## config.mk

```make
export PLATFORM = sky130hd
export DESIGN_NAME = iopmp_err_capture
export DESIGN_NICKNAME = d
export VERILOG_FILES = /design/src/rtl/iopmp_err_capture_pkg.sv /design/src/rtl/iopmp_err_rr_arb.sv /design/src/rtl/iopmp_err_capture.sv
export SDC_FILE = /design/constraint.sdc
export NUM_CORES = 1
export LEC_CHECK = 0
export ABC_CLOCK_PERIOD_IN_PS = 3200
export CAP_MARGIN = 20
export CORE_UTILIZATION = 35
export DETAILED_ROUTE_END_ITERATION = 6
export PLACE_DENSITY = 0.84
export REMOVE_ABC_BUFFERS = 1
export SETUP_SLACK_MARGIN = 0.1
export SYNTH_ARGS = -nofsm -noshare
export SYNTH_HDL_FRONTEND = slang
export SYNTH_SLANG_ARGS = --single-unit
```

## constraint.sdc

```tcl
create_clock -name clk -period 3.2 [get_ports clk]
set_clock_uncertainty 0.2 [all_clocks]
set_input_delay 0.32 -clock clk [delete_from_list [all_inputs] [get_ports clk]]
set_output_delay 0.32 -clock clk [all_outputs]
set_load 0.03 [all_outputs]
```

## src/rtl/iopmp_err_capture_pkg.sv

```systemverilog
// rtl/iopmp_err_capture_pkg.sv - shared types and constants for the IOPMP error capture block
// Holds source width, access-type enum, error-type codes, the error record and FSM states.
package iopmp_err_capture_pkg;

  localparam int SourceWidth = 4;

  typedef enum logic [1:0] {
    IOPMP_ACC_NONE  = 2'd0,
    IOPMP_ACC_READ  = 2'd1,
    IOPMP_ACC_WRITE = 2'd2,
    IOPMP_ACC_EXEC  = 2'd3
  } iopmp_req_e;

  localparam logic [2:0] IOPMP_ETYPE_NONE = 3'd0;
  localparam logic [2:0] IOPMP_ETYPE_RD   = 3'd1;
  localparam logic [2:0] IOPMP_ETYPE_WR   = 3'd2;

  typedef struct packed {
    logic [33:0]            addr;
    logic [2:0]             etype;
    logic [SourceWidth-1:0] rrid;
  } err_record_t;

  typedef enum logic {
    ERR_EMPTY    = 1'b0,
    ERR_CAPTURED = 1'b1
  } err_state_t;

  function automatic logic [2:0] etype_of(input iopmp_req_e acc);
    case (acc)
      IOPMP_ACC_READ:  etype_of = IOPMP_ETYPE_RD;
      IOPMP_ACC_WRITE: etype_of = IOPMP_ETYPE_WR;
      default:         etype_of = IOPMP_ETYPE_NONE;
    endcase
  endfunction

endpackage

```

## src/rtl/iopmp_err_rr_arb.sv

```systemverilog
// rtl/iopmp_err_rr_arb.sv - round-robin arbiter over per-channel violation events
// Search starts at the pointer; pointer moves to winner+1 only when something is granted.
module iopmp_err_rr_arb #(
  parameter int NumReq = 2,
  parameter int IdxW   = (NumReq > 1) ? $clog2(NumReq) : 1
) (
  input  logic              clk,
  input  logic              rst,
  input  logic [NumReq-1:0] req_i,
  output logic              gnt_valid_o,
  output logic [NumReq-1:0] gnt_oh_o,
  output logic [IdxW-1:0]   gnt_idx_o
);

  logic [IdxW-1:0] r_ptr;
  logic            w_valid;
  logic [IdxW-1:0] w_idx;
  logic [NumReq-1:0] w_oh;

  always_comb begin
    w_valid = 1'b0;
    w_idx   = '0;
    w_oh    = '0;
    for (int off = 0; off < NumReq; off++) begin
      int c;
      c = int'(r_ptr) + off;
      if (c >= NumReq) c = c - NumReq;
      if (!w_valid && req_i[c]) begin
        w_valid = 1'b1;
        w_idx   = IdxW'(c);
      end
    end
    if (w_valid) w_oh[w_idx] = 1'b1;
  end

  always_ff @(posedge clk) begin
    if (rst) begin
      r_ptr <= '0;
    end else if (w_valid) begin
      r_ptr <= (w_idx == IdxW'(NumReq - 1)) ? '0 : w_idx + 1'b1;
    end
  end

  assign gnt_valid_o = w_valid;
  assign gnt_oh_o    = w_oh;
  assign gnt_idx_o   = w_idx;

endmodule

```

## src/rtl/iopmp_err_capture.sv

```systemverilog
// rtl/iopmp_err_capture.sv - latches first IOPMP violation, counts later ones, raises level irq
// Optional per-RRID bitmap of counted violations when IOPMP_ERR_SVC_MAP_EN is defined.
module iopmp_err_capture
  import iopmp_err_capture_pkg::*;
#(
  parameter int IOPMPNumChan = 2,
  parameter int SvcCntWidth  = 8
) (
  input  logic                                      clk,
  input  logic                                      rst,
  input  logic [IOPMPNumChan-1:0]                   viol_i,
  input  logic [IOPMPNumChan-1:0][33:0]             viol_addr_i,
  input  iopmp_req_e [IOPMPNumChan-1:0]             viol_acc_i,
  input  logic [IOPMPNumChan-1:0][SourceWidth-1:0]  viol_rrid_i,
  input  logic                                      intr_en_i,
  input  logic                                      err_clr_i,
  output logic                                      err_valid_o,
  output logic [33:0]                               err_addr_o,
  output logic [2:0]                                err_type_o,
  output logic [SourceWidth-1:0]                    err_rrid_o,
  output logic [SvcCntWidth-1:0]                    err_svc_cnt_o,
  output logic                                      err_irq_o
`ifdef IOPMP_ERR_SVC_MAP_EN
  ,
  output logic [2**SourceWidth-1:0]                 err_svc_map_o
`endif
);

  localparam int IdxW = (IOPMPNumChan > 1) ? $clog2(IOPMPNumChan) : 1;

  logic [IOPMPNumChan-1:0] r_viol_q;
  logic [IOPMPNumChan-1:0] w_evt;
  logic [IOPMPNumChan-1:0] w_gnt_oh;
  logic [IOPMPNumChan-1:0] w_count_mask;
  logic [IdxW-1:0]         w_gnt_idx;
  logic                    w_gnt_valid;
  err_state_t              r_state, w_state_nxt;
  err_record_t             r_rec, w_rec_nxt;
  logic [SvcCntWidth-1:0]  r_cnt, w_cnt_nxt, w_cnt_base;
  logic [SvcCntWidth:0]    w_cnt_sum;
  logic                    r_irq;
  logic                    w_capture;
  logic                    w_clear;

  // A held violation line counts once: only rising edges are events.
  assign w_evt = viol_i & ~r_viol_q;

  iopmp_err_rr_arb #(
    .NumReq (IOPMPNumChan),
    .IdxW   (IdxW)
  ) u_arb (
    .clk         (clk),
    .rst         (rst),
    .req_i       (w_evt),
    .gnt_valid_o (w_gnt_valid),
    .gnt_oh_o    (w_gnt_oh),
    .gnt_idx_o   (w_gnt_idx)
  );

  always_comb begin
    w_state_nxt  = r_state;
    w_capture    = 1'b0;
    w_clear      = 1'b0;
    w_count_mask = '0;
    case (r_state)
      ERR_EMPTY: begin
        if (w_gnt_valid) begin
          w_capture    = 1'b1;
          w_count_mask = w_evt & ~w_gnt_oh;
          w_state_nxt  = ERR_CAPTURED;
        end
      end
      ERR_CAPTURED: begin
        if (err_clr_i) begin
          w_clear = 1'b1;
          if (w_gnt_valid) begin
            w_capture    = 1'b1;
            w_count_mask = w_evt & ~w_gnt_oh;
          end else begin
            w_state_nxt = ERR_EMPTY;
          end
        end else begin
          w_count_mask = w_evt;
        end
      end
      default: w_state_nxt = ERR_EMPTY;
    endcase
  end

  always_comb begin
    w_rec_nxt = r_rec;
    if (w_clear) w_rec_nxt = '0;
    if (w_capture) begin
      w_rec_nxt.addr  = viol_addr_i[w_gnt_idx];
      w_rec_nxt.etype = etype_of(viol_acc_i[w_gnt_idx]);
      w_rec_nxt.rrid  = viol_rrid_i[w_gnt_idx];
    end
    w_cnt_base = w_clear ? '0 : r_cnt;
    w_cnt_sum  = {1'b0, w_cnt_base} + (SvcCntWidth + 1)'($countones(w_count_mask));
    w_cnt_nxt  = w_cnt_sum[SvcCntWidth] ? '1 : w_cnt_sum[SvcCntWidth-1:0];
  end

  always_ff @(posedge clk) begin
    if (rst) begin
      r_state  <= ERR_EMPTY;
      r_rec    <= '0;
      r_cnt    <= '0;
      r_viol_q <= '0;
      r_irq    <= 1'b0;
    end else begin
      r_state  <= w_state_nxt;
      r_rec    <= w_rec_nxt;
      r_cnt    <= w_cnt_nxt;
      r_viol_q <= viol_i;
      r_irq    <= (w_state_nxt == ERR_CAPTURED) & intr_en_i;
    end
  end

  assign err_valid_o   = (r_state == ERR_CAPTURED);
  assign err_addr_o    = r_rec.addr;
  assign err_type_o    = r_rec.etype;
  assign err_rrid_o    = r_rec.rrid;
  assign err_svc_cnt_o = r_cnt;
  assign err_irq_o     = r_irq;

`ifdef IOPMP_ERR_SVC_MAP_EN
  logic [2**SourceWidth-1:0] r_map, w_map_nxt;

  always_comb begin
    w_map_nxt = w_clear ? '0 : r_map;
    for (int i = 0; i < IOPMPNumChan; i++) begin
      if (w_count_mask[i]) w_map_nxt[viol_rrid_i[i]] = 1'b1;
    end
  end

  always_ff @(posedge clk) begin
    if (rst) r_map <= '0;
    else     r_map <= w_map_nxt;
  end

  assign err_svc_map_o = r_map;
`endif

endmodule

```

Word level (Yosys, flattened, before mapping)
Index checks and enable logic that the tools add are counted.
{ "op_classes": {"n_addsub": 6, "magnitude_cmp": 6, "n_eq_ne": 2, "n_mux": 37, "bitwise_logic": 6, "n_reduce_logical": 4} }
{ "op_table": {"columns": ["op", "count"], "rows": [
  ["$mux W41", 2],
  ["$mux W34", 2],
  ["$lt A32 B3 Y1 const B", 2],
  ["$mux W32", 2],
  ["$ge A32 B3 Y1 const B", 1],
  ["$sub A32 B3 Y32 const B", 1],
  ["$mux W1", 17],
  ["$mux W8", 2],
  ["$mux W2", 5],
  ["$add A8 B2 Y9", 1],
  ["$mux W4", 2],
  ["$pmux W2 S2", 2],
  ["$and A2 B2 Y2", 2],
  ["$not A2 Y2", 2],
  ["$pmux W1 S2", 2],
  ["$sub A1 B2 Y3 const B", 1],
  ["$add A1 B1 Y2", 1],
  ["$add A1 B1 Y2 const B", 1],
  ["$eq A2 B1 Y1 const B", 1],
  ["$eq A2 B2 Y1 const B", 1],
  ["$ge A1 B2 Y1 const B", 1],
  ["$logic_and A1 B1 Y1", 2],
  ["$lt A1 B2 Y1 const B", 1],
  ["$reduce_bool A2 Y1", 1],
  ["6 further kinds", 6]
]} }
{ "word_totals": {"regBits": 54, "in_bits": 86, "output_inout_bits": 51, "word_cells": 69} }

Longest topological paths before layout
{ "depth": {"ltp_word": 22, "mapped_depth": 9, "depth_no_buf": 9} }

Cells and area by module
A second synthesis with hierarchy kept.
{ "unflattened": {"hier_cells": 251, "area_unflattened_um2": 2560.0} }
{ "modules_own_cells": {"columns": ["module", "instances", "cells_each", "area_each_um2"], "rows": [
  ["iopmp_err_capture", 1, 243, 2484.9],
  ["iopmp_err_rr_arb", 1, 8, 75.1]
]} }

Least setup slack after synthesis
No wires, ideal clock.
{ "synth_path": {"path_type": "register to register", "start": "register r_state, in the netlist err_valid_o", "end": "register r_cnt[0], in the netlist err_svc_cnt_o[0]", "setup_time_ns": 0.070, "arrival_ns": 2.086, "slack_ns": 0.844, "path_stages_with_launch": 9, "cell_sequence": "dfxtp_1 nor2b_1 o21ai_0 fa_1 inv_1 ha_1 nand4_1 nand2b_1 a21oi_1"} }
{ "synth_via": {"elab_chain_cells": 5} }
{ "synth_lines": {"columns": ["element", "line", "source"], "rows": [
  ["start, declared", "iopmp_err_capture.sv:37", "err_state_t r_state, w_state_nxt;"],
  ["start signal, assigned", "iopmp_err_capture.sv:111", "r_state <= w_state_nxt;"],
  ["$not A1 Y1", null, null],
  ["$pmux W2 S2", "iopmp_err_capture.sv:65", "case (r_state)"],
  ["$add A1 B1 Y2 (not written as such)", "iopmp_err_capture.sv:99", "w_cnt_sum = {1'b0, w_cnt_base} + (SvcCntWidth + 1)'($countones(w_count_mask));"],
  ["$add A8 B2 Y9 (*)", "iopmp_err_capture.sv:99", null],
  ["$mux W8 (*)", "iopmp_err_capture.sv:100", "w_cnt_nxt = w_cnt_sum[SvcCntWidth] ? '1 : w_cnt_sum[SvcCntWidth-1:0];"],
  ["end signal, assigned", "iopmp_err_capture.sv:113", "r_cnt <= w_cnt_nxt;"],
  ["end, declared", "iopmp_err_capture.sv:39", "logic [SvcCntWidth-1:0] r_cnt, w_cnt_nxt, w_cnt_base;"]
]} }
Every way passes the cells marked *; elsewhere a longest branch is shown, timed or not.
A chain may end at the register's enable or synchronous reset.

Worst setup path in the final report
{ "layout_path": {"start": "input viol_i[0]", "end": "register r_cnt[0], in the netlist err_svc_cnt_o[0]"} }
{ "layout_via": {"elab_chain_cells": 21} }
{ "layout_lines": {"columns": ["element", "line", "source"], "rows": [
  ["start, declared", "iopmp_err_capture.sv:11", "input logic [IOPMPNumChan-1:0] viol_i,"],
  ["$and A2 B2 Y2 (*)", "iopmp_err_capture.sv:46", "assign w_evt = viol_i & ~r_viol_q;"],
  ["$mux W1 (not written as such) (3 in series)", "iopmp_err_rr_arb.sv:28", "if (!w_valid && req_i[c]) begin"],
  ["$mux W1", "iopmp_err_rr_arb.sv:28", null],
  ["$logic_not A1 Y1", "iopmp_err_rr_arb.sv:28", null],
  ["$logic_and A1 B1 Y1", "iopmp_err_rr_arb.sv:28", null],
  ["$mux W1", "iopmp_err_rr_arb.sv:28", null],
  ["$lt A1 B2 Y1 (not written as such) / $ge A1 B1 Y1 (equally long branches)", "iopmp_err_rr_arb.sv:33", "if (w_valid) w_oh[w_idx] = 1'b1;"],
  ["$logic_and A1 B1 Y1 (not written as such)", "iopmp_err_rr_arb.sv:33", null],
  ["[3 not listed]", null, null],
  ["$not A2 Y2", "iopmp_err_capture.sv:69, iopmp_err_capture.sv:78", null],
  ["$and A2 B2 Y2", "iopmp_err_capture.sv:69, iopmp_err_capture.sv:78", null],
  ["$mux W2", "iopmp_err_capture.sv:67, iopmp_err_capture.sv:76", null],
  ["$mux W2", "iopmp_err_capture.sv:74", "if (err_clr_i) begin"],
  ["$pmux W2 S2 (*)", "iopmp_err_capture.sv:65", null],
  ["$add A1 B1 Y2 (not written as such) (*)", "iopmp_err_capture.sv:99", null],
  ["$add A8 B2 Y9 (*)", "iopmp_err_capture.sv:99", null],
  ["$mux W8 (*)", "iopmp_err_capture.sv:100", null]
]} }
Every way passes the cells marked *; elsewhere a longest branch is shown, timed or not. The select of a mux whose other input is x is not followed.

==> run_results.csv <==
group,metric,value,unit
status,status,"finished, final reports clean",
run,cap_viol_max_count,0,
sta,finalSetupViolations,0,
sta,period_share,0.820,
critical_path,r2r_start,"u_arb.r_ptr$_SDFFE_PP0N_",
sta,max_freq,381,MHz
drt,avgRoutedWirePerCell,14.4,um
global_route,grt_pass1_wl,9880,um
drt,drt-pass1-iter-count,4,
cts,cts_tree,"done",
cts,cts_max_level,2,
sta,period_needed,2.62,ns
cells_and_area,diodes,0,
global_route,grt_pass1_vias,2076,
floorplanning,die_width,83.2,um
cts,path_clk_slew,0.09,ns
sta,worstMarginPinSlew,0.526,ns
cts,post_cts_resized,0,
cells_and_area,drive_gt1_frac,0.0503,
critical_path,crit_fanout,7,
logic_synthesis,postSynthCellCount,206,
critical_path,critPathLaunchType,"input pin",
sta,grt_setup_unrepaired,"false",
cts,cts_root_buf,"clkbuf_8",
logic_synthesis,avgSynthCellArea,11.2,sq um
critical_path,arrival,2.65,ns
floorplanning,die_h,83.2,um
floorplanning,start_util,0.364,
placed_design,pre_cts_slack,0.258,ns
global_route,grt_max_degree,28,
drt,drc_errors,0,
sta,slew_viol_final,0,
hold_path,hold_path.class,"reg -> reg",
cts,postCtsSetupBuffers,0,
global_route,overflow,0,
cts,hold_buffers,0,
floorplanning,num_rows,29,
logic_synthesis,synth_seq_area_share,0.459,
cts,clk_latency,0.29,ns
drt,vias,2083,
drt,vias_per_cell,5.02,
cts,cts_buffers,5,
power_and_ir_drop,ir_drop,0.218,mV
cells_and_area,nets,426,
sta,hold_viol,0,
cells_and_area,area_growth,64.4,%
sta,hold-worst-slack,0.269,ns
critical_path,worstSetupEndpointType,"flip-flop",
logic_synthesis,yosysWarnings,0,
floorplanning,die-area,0.00693,sq mm
placed_design,hpwl,4610,um
logic_synthesis,ys_ff_latch,53,
sta,fin_tns_setup,0,ns
critical_path,critPathLaunch,"viol_i[0]",
global_route,antenna_found_initial,0,
critical_path,critPathRequiredTime,3.22,ns
hold_path,min_from,"err_addr_o[21]$_SDFFE_PP0P_",
sta,relSlewSlack,0.649,
power_and_ir_drop,power_density,413,mW/mm^2
drt,drt_iter0_drc,48,
logic_synthesis,synth_area,0.00231,sq mm
global_route,grt.total_usage,0.178,
drt,wl,5960,um
cts,cts.sinks,53,
sta,layout_setup_ws,0.576,ns
placed_design,gp_congestion,0.857,
cts,clk_path_buf_depth,2,
drt,ant_nets,0,
critical_path,crit_type,"in -> reg",
floorplanning,fp.coreArea,0.00635,sq mm
placed_design,port_buffers,135,
logic_synthesis,yosysUniqueCellTypes,35,
floorplanning,io_pins,137,
power_and_ir_drop,p_leak,1.53,nW
metal layers:
metal | part of all wire | up-vias | global-route usage
li1 | - | 1035 | -
met1 | 0.39 | 959 | 0.194
met2 | 0.51 | 81 | 0.318
met3 | 0.084 | 8 | 0.0716
met4 | 0.013 | 0 | 0.0470
met5 | 0 | - | 0
metrics by stage:
| step | std cells | power, W | utilization | area, sq um |
|---|---|---|---|---|
| final | 415 | 0.00157 | 0.598 | 3800 |
| after floorplan | 191 | 0.000964 | - | 2200 |
| after detailed placement | 408 | 0.00120 | 0.584 | 3710 |
| after CTS | 415 | 0.00159 | 0.598 | 3800 |
| after global placement | 408 | 0.00120 | 0.584 | 3710 |
| after global routing | 415 | 0.00165 | 0.598 | 3800 |
power breakdown:
part	total [W]	internal (W)	switching (W)	leakage [nW]
Combinational	0.000449	0.000235	0.000214	1.05
Sequential	0.000738	0.000709	0.0000288	0.436
Clock	0.000382	0.000171	0.000210	0.0433
Total	0.00157	0.00112	0.000453	1.53
critical path, stage by stage:
cell and delay [ns]:
clkdlybuf4s50_1 0.44, nor3b_1 0.18, nor2_1 0.18, o21ai_0 0.16
fa_1 0.45, inv_1 0.07, ha_1 0.26, nand4_1 0.21
nand2b_1 0.22, a21oi_1 0.16
layout by cell type, fill, tap and decap left out, types with 2 or more instances in the layout:
cell / instances
nand2b_1: 4
mux2i_1: 38
inv_1: 3
nor4b_1: 3
nand4_1: 2
buf_4: 4
xor2_1: 3
nor3_1: 2
a31oi_1: 3
a21oi_1: 8
clkdlybuf4s50_1: 135
dfxtp_1: 53
nor2b_1: 5
clkbuf_8: 6
nand2_1: 3
and2_1: 2
o21ai_0: 2
nand3_1: 3
o2bb2ai_1: 38
nor2_1: 3
a211o_1: 3
worst paths after layout:
kind,to,slack [ns],cells past startpoint
setup / recovery,err_svc_cnt_o[0]$_SDFF_PP0_,0.58,10
hold / removal,err_addr_o[21]$_SDFFE_PP0P_,0.27,1
setup reg to reg,err_svc_cnt_o[0]$_SDFF_PP0_,0.71,9
hold reg to reg,err_addr_o[21]$_SDFFE_PP0P_,0.27,1
kinds of logic (layout without fill, tap and decap cells):
logic type	Yosys count	in the layout	synth area share
AO/OA/AOI/OAI	57	57	0.199
XOR/XNOR	3	3	0.0114
flip-flops	53	53	0.459
AND/OR/NAND/NOR	34	34	0.0980
other	1	1	0.00162
adder cells (fa/ha/maj)	2	2	0.0141
buffers and inverters	18	150	0.0515
multiplexers	38	38	0.165
registers in the layout, summed over array words and instances (netlist names):
| name | count |
|---|---|
| u_arb.r_ptr | 1 |
| err_addr_o | 34 |
| err_rrid_o | 4 |
| err_valid_o | 1 |
| r_viol_q | 2 |
| err_type_o | 2 |
| err_svc_cnt_o | 8 |
| err_irq_o | 1 |
synth_stat cells, drive strengths merged:
cell type  count  area share
o2bb2ai       38        0.14
a211o          3       0.011
and4           1      0.0038
clkbuf         1      0.0016
or3            1      0.0049
nor3b          1      0.0033
a31oi          3      0.0081
xor2           3       0.011
inv            3      0.0049
and4b          1      0.0043
o21ai          3      0.0081
nor2b          6       0.020
ha             1      0.0054
dfxtp         53        0.46
buf           14       0.045
nor2           3      0.0049
a211oi         1      0.0033
nand2b         5       0.017
and2           2      0.0054
nor4           1      0.0027
a21oi          9       0.024
nand2          3      0.0049
nor4b          3       0.011
nand3          3      0.0065
nor3           2      0.0043
mux2i         38        0.16
nand4          2      0.0054
fa             1      0.0087
conb           1      0.0016
cell type report:
class	instances	area, sq um
Clock buffer	6	82.6
Clock inverter	1	7.51
Fill cell	551	2550
Inverter	3	11.3
Multi-Input combinational cell	135	1140
Sequential cell	53	1060
Tap cell	77	96.3
Timing Repair Buffer	140	1400
Note: power is estimated with default switching activity, not from simulation.
